$ cat config.mk
export PLATFORM = sky130hd
export DESIGN_NAME = cp0
export DESIGN_NICKNAME = d
export VERILOG_FILES = /design/src/rtl/cp0_pkg.sv /design/src/rtl/cp0_req.sv /design/src/rtl/cp0.sv
export SDC_FILE = /design/constraint.sdc
export NUM_CORES = 1
export LEC_CHECK = 0
export ABC_AREA = 1
export CORE_MARGIN = 3
export CORE_UTILIZATION = 44
export CTS_BUF_LIST = sky130_fd_sc_hd__clkbuf_8
export DETAILED_ROUTE_END_ITERATION = 10
export GPL_TIMING_DRIVEN = 1
export PLACE_DENSITY = 0.82
export SLEW_MARGIN = 30
export SYNTH_ARGS = -nofsm -noshare
export SYNTH_HDL_FRONTEND = slang
export SYNTH_SLANG_ARGS = --single-unit
$ cat constraint.sdc
create_clock -name clk -period 1.7 [get_ports clk]
set_clock_uncertainty 0.15 [all_clocks]
set_input_delay 0.17 -clock clk [delete_from_list [all_inputs] [get_ports clk]]
set_output_delay 0.17 -clock clk [all_outputs]
set_load 0.005 [all_outputs]
$ cat src/rtl/cp0_pkg.sv
// ============================================================================
// Module      : cp0_pkg
// Description : Shared CP0 register addresses, field positions, ExcCode values
//               and register field types.
// Revision    : 1.0 - initial release
// ============================================================================
`default_nettype none

package cp0_pkg;

    localparam logic [4:0] c_addr_sr    = 5'd12;
    localparam logic [4:0] c_addr_cause = 5'd13;
    localparam logic [4:0] c_addr_epc   = 5'd14;
    localparam logic [4:0] c_addr_prid  = 5'd15;

    localparam int c_sr_ie_bit    = 0;
    localparam int c_sr_exl_bit   = 1;
    localparam int c_im_lo        = 10;
    localparam int c_im_hi        = 15;
    localparam int c_cause_bd_bit = 31;
    localparam int c_exc_lo       = 2;
    localparam int c_exc_hi       = 6;

    typedef enum logic [4:0] {
        EXC_INT     = 5'd0,
        EXC_ADEL    = 5'd4,
        EXC_ADES    = 5'd5,
        EXC_SYSCALL = 5'd8,
        EXC_RI      = 5'd10,
        EXC_OV      = 5'd12
    } exc_code_e;

    typedef struct packed {
        logic [5:0] im;
        logic       exl;
        logic       ie;
    } sr_t;

    typedef struct packed {
        logic       bd;
        logic [5:0] ip;
        logic [4:0] exc_code;
    } cause_t;

    function automatic logic [31:0] sr_word(input sr_t s);
        logic [31:0] w;
        w                    = '0;
        w[c_im_hi:c_im_lo]   = s.im;
        w[c_sr_exl_bit]      = s.exl;
        w[c_sr_ie_bit]       = s.ie;
        return w;
    endfunction

    function automatic logic [31:0] cause_word(input cause_t c);
        logic [31:0] w;
        w                      = '0;
        w[c_cause_bd_bit]      = c.bd;
        w[c_im_hi:c_im_lo]     = c.ip;
        w[c_exc_hi:c_exc_lo]   = c.exc_code;
        return w;
    endfunction

endpackage

`default_nettype wire

$ cat src/rtl/cp0_req.sv
// ============================================================================
// Module      : cp0_req
// Description : Combinational interrupt / exception request evaluation.
// Revision    : 1.0 - initial release
// ============================================================================
`default_nettype none

module cp0_req
    import cp0_pkg::*;
(
    input  logic [5:0] i_hw_int,
    input  logic [5:0] i_im,
    input  logic       i_ie,
    input  logic       i_exl,
    input  logic [4:0] i_exc_code,
    output logic       o_int_req,
    output logic       o_exc_req,
    output logic       o_req
);

    assign o_int_req = (|(i_hw_int & i_im)) & i_ie & ~i_exl;
    assign o_exc_req = (i_exc_code != EXC_INT) & ~i_exl;
    assign o_req     = o_int_req | o_exc_req;

endmodule

`default_nettype wire

$ cat src/rtl/cp0.sv
// ============================================================================
// Module      : cp0
// Description : Coprocessor 0 - SR, Cause, EPC, PRId and exception entry.
// Revision    : 1.0 - initial release
// ============================================================================
`default_nettype none

module cp0
    import cp0_pkg::*;
#(
    parameter logic [31:0] PRID = 32'h0000_0007
) (
    input  logic        clk,
    input  logic        reset,
    input  logic        en,
    input  logic [4:0]  CP0Addr,
    input  logic [31:0] CP0In,
    input  logic [31:0] VPC,
    input  logic        BDIn,
    input  logic [4:0]  ExcCodeIn,
    input  logic [5:0]  HWInt,
    input  logic        EXLClr,
    output logic [31:0] CP0Out,
    output logic [31:0] EPCOut,
    output logic        Req
);

    sr_t         r_sr;
    cause_t      r_cause;
    logic [31:0] r_epc;

    logic        w_int_req;
    logic        w_exc_req;
    logic        w_req;
    logic        w_wr_sr;
    logic        w_wr_epc;
    logic [31:0] w_rd;

    cp0_req u_req (
        .i_hw_int   (HWInt),
        .i_im       (r_sr.im),
        .i_ie       (r_sr.ie),
        .i_exl      (r_sr.exl),
        .i_exc_code (ExcCodeIn),
        .o_int_req  (w_int_req),
        .o_exc_req  (w_exc_req),
        .o_req      (w_req)
    );

    assign w_wr_sr  = en && (CP0Addr == c_addr_sr);
    assign w_wr_epc = en && (CP0Addr == c_addr_epc);

    always_ff @(posedge clk) begin
        if (!reset) begin
            r_sr    <= '0;
            r_cause <= '0;
            r_epc   <= '0;
        end else begin
            r_cause.ip <= HWInt;
            if (w_req) begin
                r_sr.exl         <= 1'b1;
                // Interrupt wins when both are pending, reported as ExcCode 0.
                r_cause.exc_code <= (w_exc_req && !w_int_req) ? ExcCodeIn : EXC_INT;
                r_cause.bd       <= BDIn;
                r_epc            <= BDIn ? (VPC - 32'd4) : VPC;
            end else begin
                if (w_wr_sr) begin
                    r_sr.im <= CP0In[c_im_hi:c_im_lo];
                    r_sr.ie <= CP0In[c_sr_ie_bit];
                end
                // eret clears EXL after any same-cycle SR write lands.
                if (EXLClr) begin
                    r_sr.exl <= 1'b0;
                end else if (w_wr_sr) begin
                    r_sr.exl <= CP0In[c_sr_exl_bit];
                end
                if (w_wr_epc) begin
                    r_epc <= CP0In;
                end
            end
        end
    end

    always_comb begin
        w_rd = '0;
        case (CP0Addr)
            c_addr_sr:    w_rd = sr_word(r_sr);
            c_addr_cause: w_rd = cause_word(r_cause);
            c_addr_epc:   w_rd = r_epc;
            c_addr_prid:  w_rd = PRID;
            default:      w_rd = '0;
        endcase
    end

    assign CP0Out = w_rd;
    assign EPCOut = r_epc;
    assign Req    = w_req;

endmodule

`default_nettype wire

---- Word level (Yosys, flattened, before mapping) ----
Index checks and enable logic that the tools add are counted.
W data, S select, Z words.
operators by class
  $add $sub $neg .......................... 1
  $mul .................................... 0
  div/mod/pow operators ................... 0
  $lt $le $gt $ge ......................... 0
  eq/ne operators ......................... 4
  shift-type cells ........................ 0
  multiplexer cells ....................... 8
  bitwise gates (word level) .............. 7
  reduce and logical (&&, ||, !) cells .... 9
operator list
  cell                     count
  $pmux W32 S4             1
  $mux W32                 3
  $sub A32 B3 Y32 const B  1
  $eq A5 B4 Y1 const B     4
  $and A6 B6 Y6            1
  $reduce_or A6 Y1         1
  $mux W5                  1
  $reduce_bool A5 Y1       1
  $and A1 B1 Y1            3
  $logic_and A1 B1 Y1      3
  $mux W1                  3
  $reduce_bool A3 Y1       1
  $not A1 Y1               2
  $reduce_and A2 Y1        1
  $reduce_bool A2 Y1       1
  $logic_not A1 Y1         1
  $or A1 B1 Y1             1
word-level totals
  flip-flop bits (word level) ............. 52
  bits in latches ......................... 0
  memory bits (writable) .................. 0
  bits in read-only memories .............. 0
  bits of input ports ..................... 85
  output and inout port bits .............. 65
  logic and storage cells ................. 36
  memories kept ........................... 0

---- Logic depth before layout (Yosys ltp) ----
  word-level depth ........................ 7
  depth in mapped cells ................... 12
  mapped depth without buffers ............ 12

---- Hierarchy ----
From an unflattened synthesis, not the netlist that was laid out.
second synthesis, totals
  cells, all modules ...................... 604
  area, all modules ....................... 3584.7 µm²
modules (own cells, without submodules)
  module   instances  cells each  area each (µm²)  seq. area each (µm²)
  cp0      1          581         3497.1           1041.0
  cp0_req  1          23          87.6             0.0

---- Worst setup path after synthesis ----
Ideal clock, no wire load.
  path type ............................... reg2reg
  from .................................... register r_sr[5] in the netlist's numbering
  to ...................................... register r_epc[11] (netlist: EPCOut[11])
  setup time .............................. 0.132 ns
  data arrival time ....................... 1.290 ns
  required time ........................... 1.418 ns
  path slack .............................. 0.127 ns
  stages on the path, launching flop included .. 8
  path buffers ............................ 1
  period minus slack after synthesis ...... 1.573 ns
  cell sequence ........................... dfxtp_1 nand2_1 nand3_2 o211ai_4 nand2_4 clkbuf_1 o21ai_0 a21oi_1
on the way
  cells in the longest elaborated chain, start to end .. 6
  elaborated cells between the ends (all ways) .. 7
  classes of those cells .................. mux (1); bitwise (4); reduce/logical (2)
ends and longest elaborated chain
  item                                            RTL line       text
  start, declared                                 cp0.sv:28      sr_t r_sr;
  $and A6 B6 Y6 (*)                               cp0_req.sv:21  assign o_int_req = (|(i_hw_int & i_im)) & i_ie & ~i_exl;
  $reduce_or A6 Y1 (*)                            cp0_req.sv:21
  $and A1 B1 Y1 (*) (2 in a row)                  cp0_req.sv:21
  $or A1 B1 Y1 (*)                                cp0_req.sv:23  assign o_req = o_int_req | o_exc_req;
  $mux W32 or $reduce_bool A2 Y1 (tied branches)  n/a
  end signal, assigned                            cp0.sv:65      r_epc <= BDIn ? (VPC - 32'd4) : VPC;
  end signal, assigned                            cp0.sv:78      r_epc <= CP0In;
  end, declared                                   cp0.sv:30      logic [31:0] r_epc;
Every way passes the cells marked *; elsewhere a longest branch is shown, timed or not.
A chain may end at the register's enable or synchronous reset.

---- Final worst setup path ----
  from .................................... register r_sr[3] in the netlist's numbering
  to ...................................... register r_sr[6] in the netlist's numbering
on the way
  cells in the longest elaborated chain, start to end .. 7
ends and longest elaborated chain
  item                                RTL line
  $and A6 B6 Y6                       cp0_req.sv:21
  $reduce_or A6 Y1                    cp0_req.sv:21
  $and A1 B1 Y1 (2 in a row)          cp0_req.sv:21
  $or A1 B1 Y1                        cp0_req.sv:23
  $not A1 Y1 (no source line)         n/a
  $reduce_and A2 Y1 (no source line)  n/a
No other way between the ends.

==> flow_metrics.env <==
export IMPL_status="complete, but fails checks"
export IMPL_violations="setup timing"
export IMPL_final_cell_mix="156 x nand2_1, 102 x clkdlybuf4s50_1, 97 x nor2_1"
export IMPL_cp_required_ns=1.74
export IMPL_yosysTopAreaCell="dfxtp_1"
export IMPL_finalInstanceArea_mm2=0.006447
export IMPL_setup_viol=47
export IMPL_dp_hpwl_um=10620
export IMPL_worst_setup_path_type="reg -> reg"
export IMPL_area_growth_pct=81.12
export IMPL_clk_path_buf_depth=2
export IMPL_row_count=32
export IMPL_start_util_pct=45.59
export IMPL_die_w_um=95.95
export IMPL_drv_slew=0
export IMPL_fin_nets=925
export IMPL_fmax_mhz=510.3
export IMPL_synth_seq_area_share_pct=29.24
export IMPL_wl_um=17550
export IMPL_io_buffers=149
export IMPL_vias=5369
export IMPL_intPower_mw=2.440
export IMPL_drt_iter0_drc=640
export IMPL_dieHeight_um=95.95
export IMPL_clock_tree_root_cell="clkbuf_8"
export IMPL_cts_clk_slew_worst_paths_ns=0.10
export IMPL_syn_inst=599
export IMPL_min_period_over_period_pct=115.3
export IMPL_pwr_share_comb_pct=33.6
export IMPL_final_common_cell="nand2_1"
export IMPL_switching_power_mw=1.105
export IMPL_synth_edff_count=0
export IMPL_maxCapViolCount=0
export IMPL_synth_area_mm2=0.003560
export IMPL_remaining_drc_errors=0
export IMPL_drive_gt1_share_pct=25.12
export IMPL_diodes=0
export IMPL_cts_tree="yes"
export IMPL_async_flop_share_pct=0
export IMPL_start_kind="flip-flop"
export IMPL_syn_area_per_cell_um2=5.943
export IMPL_r2r_slack_ns=-0.26
export IMPL_slew_headroom_pct=53.75
export IMPL_postLayoutSetupSlackWorst_ns=-0.2595
export IMPL_hp_class="in -> reg"
export IMPL_core_area_mm2=0.007807
export IMPL_end_kind="flip-flop"
export IMPL_ant_nets=0
export IMPL_grt_pass1_wl_um=22900
export IMPL_ys_ff_latch=52
export IMPL_via_per_inst=5.700
export IMPL_crit_start="r_sr[3]$_SDFFE_PN0P_"
export IMPL_timing_rr_end="r_sr[6]$_SDFFE_PN0P_"
export IMPL_synth_top_area_share_pct=29.24
export IMPL_grt_max_degree=25
export IMPL_hold_buffers=0
export IMPL_pin_count=150
export IMPL_grt_overflow_total=0
export IMPL_cts_made_buffers=5
export IMPL_leakage_nw=3.015
export IMPL_clock_sinks=52
export IMPL_hold_violations=0
export IMPL_ys_flop_type="dfxtp_1"
export IMPL_drt_pass1_iterations=5
export IMPL_power_density_mw_per_mm2=549.8
export IMPL_fin_crit_ns=1.960
export IMPL_grt_usage_pct=31.62
export IMPL_place_congestion=0.9007
export IMPL_tightest_slew_ns=0.6930
export IMPL_dieArea_mm2=0.009205
export IMPL_synth_warnings=0
export IMPL_crit_end="r_sr[6]$_SDFFE_PN0P_"
export IMPL_ir_drop_v=0.0003605
export IMPL_final_util_pct=82.58
export IMPL_p_total_mw=3.545
export IMPL_grt_pass1_vias=4759
export IMPL_p_sw_share_pct=31.18
export IMPL_place_area_mm2=0.005624
export IMPL_rsz0062_at_grt="true"
export IMPL_clk_latency_ns=0.31
export IMPL_p_clk_share_pct=27.1
export IMPL_rr_startpoint="r_sr[3]$_SDFFE_PN0P_"
export IMPL_synth_area_top_cells="dfxtp_1 29%, nand2_1 18%, nor2_1 13%"
export IMPL_wl_per_cell_um=18.63
export IMPL_reg2reg_depth=9
export IMPL_ctsHtreeMaxLevel=2
export IMPL_antenna_found_initial=0
export IMPL_cp_max_fo=7
export IMPL_p_seq_share_pct=39.3
export IMPL_worst_ep_arrival_time_ns=2.00
export IMPL_synth_net_count=685
export IMPL_synth_cell_types=35
==> synth_stat cells (2+ instances only) <==
| cell type | n |
|---|---|
| nor2_8 | 2 |
| a21oi_1 | 26 |
| nor3_1 | 5 |
| nand2_1 | 175 |
| clkbuf_1 | 10 |
| buf_1 | 2 |
| xnor2_1 | 5 |
| nand3_1 | 31 |
| o211ai_1 | 5 |
| buf_2 | 7 |
| inv_2 | 2 |
| xor2_1 | 13 |
| a32o_1 | 3 |
| dfxtp_1 | 52 |
| nor2_1 | 119 |
| nand4_1 | 17 |
| buf_6 | 2 |
| o21bai_1 | 2 |
| o21ai_0 | 31 |
| a211oi_1 | 3 |
| buf_4 | 4 |
| inv_1 | 68 |
| nor2_2 | 2 |
| nand3_2 | 2 |
==> power by group through the flow <==
| stage | sequential [mW] | clock, mW | combinational [mW] |
|---|---|---|---|
| 2_1_floorplan | 1.39 | 0 | 0.363 |
| 3_3_place_gp | 1.40 | 0 | 0.921 |
| 3_5_place_dp | 1.41 | 0 | 0.943 |
| 4_1_cts | 1.38 | 0.920 | 1.04 |
| 5_1_grt | 1.40 | 0.982 | 1.25 |
| 6_report | 1.39 | 0.962 | 1.19 |
==> cell type report <==
cell class                      instances  area [um2]
Multi-Input combinational cell        455        2436
Sequential cell                        52        1046
Clock inverter                          1       30.03
Timing Repair Buffer                  253        2405
Inverter                               70       289.0
Timing Repair inverter                  2       17.52
Fill cell                             464        1360
Clock buffer                            7       96.34
Tap cell                              102       127.6
==> worst min-delay path by stage <==
stage / startpoint / to / slack (ns) / cells after the start
finish: ExcCodeIn[0] / r_cause[0]$_SDFFE_PN0N_ / 0.03 / 3
global route: ExcCodeIn[0] / r_cause[0]$_SDFFE_PN0N_ / 0.04 / 3
CTS: HWInt[1] / r_cause[6]$_SDFF_PN0_ / 0.27 / 3
detailed placement: r_cause[0]$_SDFFE_PN0N_ / r_cause[0]$_SDFFE_PN0N_ / 0.31 / 2
global placement: r_cause[4]$_SDFFE_PN0N_ / r_cause[4]$_SDFFE_PN0N_ / 0.31 / 2
floorplan: HWInt[5] / r_cause[10]$_SDFF_PN0_ / 0.11 / 2
==> layer usage <==
metal / global-route usage, % / part of all wire (%) / vias to the layer above
li1: - / - / 2370
met1: 38.73 / 35 / 2467
met2: 55.70 / 49 / 416
met3: 4.769 / 11 / 116
met4: 11.73 / 5.7 / 0
met5: 0 / 0 / -
==> what timing repair did <==
action	4_1_cts	5_1_grt
pin swaps	22	42
gates cloned	5	3
endpoints found under the setup margin	71	50
gates resized for setup	125	83
setup buffers	17	15
==> per-stage QoR <==
stage | hold WS [ns] | setup slack (ns) | TNS (ns) | std cells
6_report | 0.03229 | -0.2595 | -7.314 | 942
5_1_grt | 0.03778 | -0.3028 | -8.409 | 942
4_1_cts | 0.2685 | -0.02851 | -0.03106 | 926
3_5_place_dp | 0.3074 | -0.5090 | -31.04 | 897
3_3_place_gp | 0.3055 | -0.4297 | -26.68 | 897
2_1_floorplan | 0.1135 | 0.1274 | 0 | 599
==> worst max-delay path: stages (launching register included) <==
cell and delay (ns):
dfxtp_2 0.35, nand2_1 0.10, nand3_2 0.11, o211ai_4 0.25, nand2_4 0.10, buf_12 0.15, nor2_4 0.15, clkinvlp_4 0.24
nor2_2 0.16, nor2_1 0.07
==> sequential cells by signal, indices dropped and copies added, names as in the netlist <==
register	cells
r_sr	8
EPCOut	32
r_cause	12
==> cells by family (layout without fill, tap and decap cells) <==
| kind of cell | count (synthesis) | in the layout | share of synthesized area, % |
|---|---|---|---|
| simple gates | 360 | 363 | 42.92 |
| buf+inv | 95 | 333 | 11.11 |
| compound gates | 73 | 73 | 11.95 |
| flops | 52 | 52 | 29.24 |
| xor+xnor | 18 | 18 | 4.429 |
| fa+ha+maj | 1 | 1 | 0.3514 |
Power figures use the tool's default switching activity.
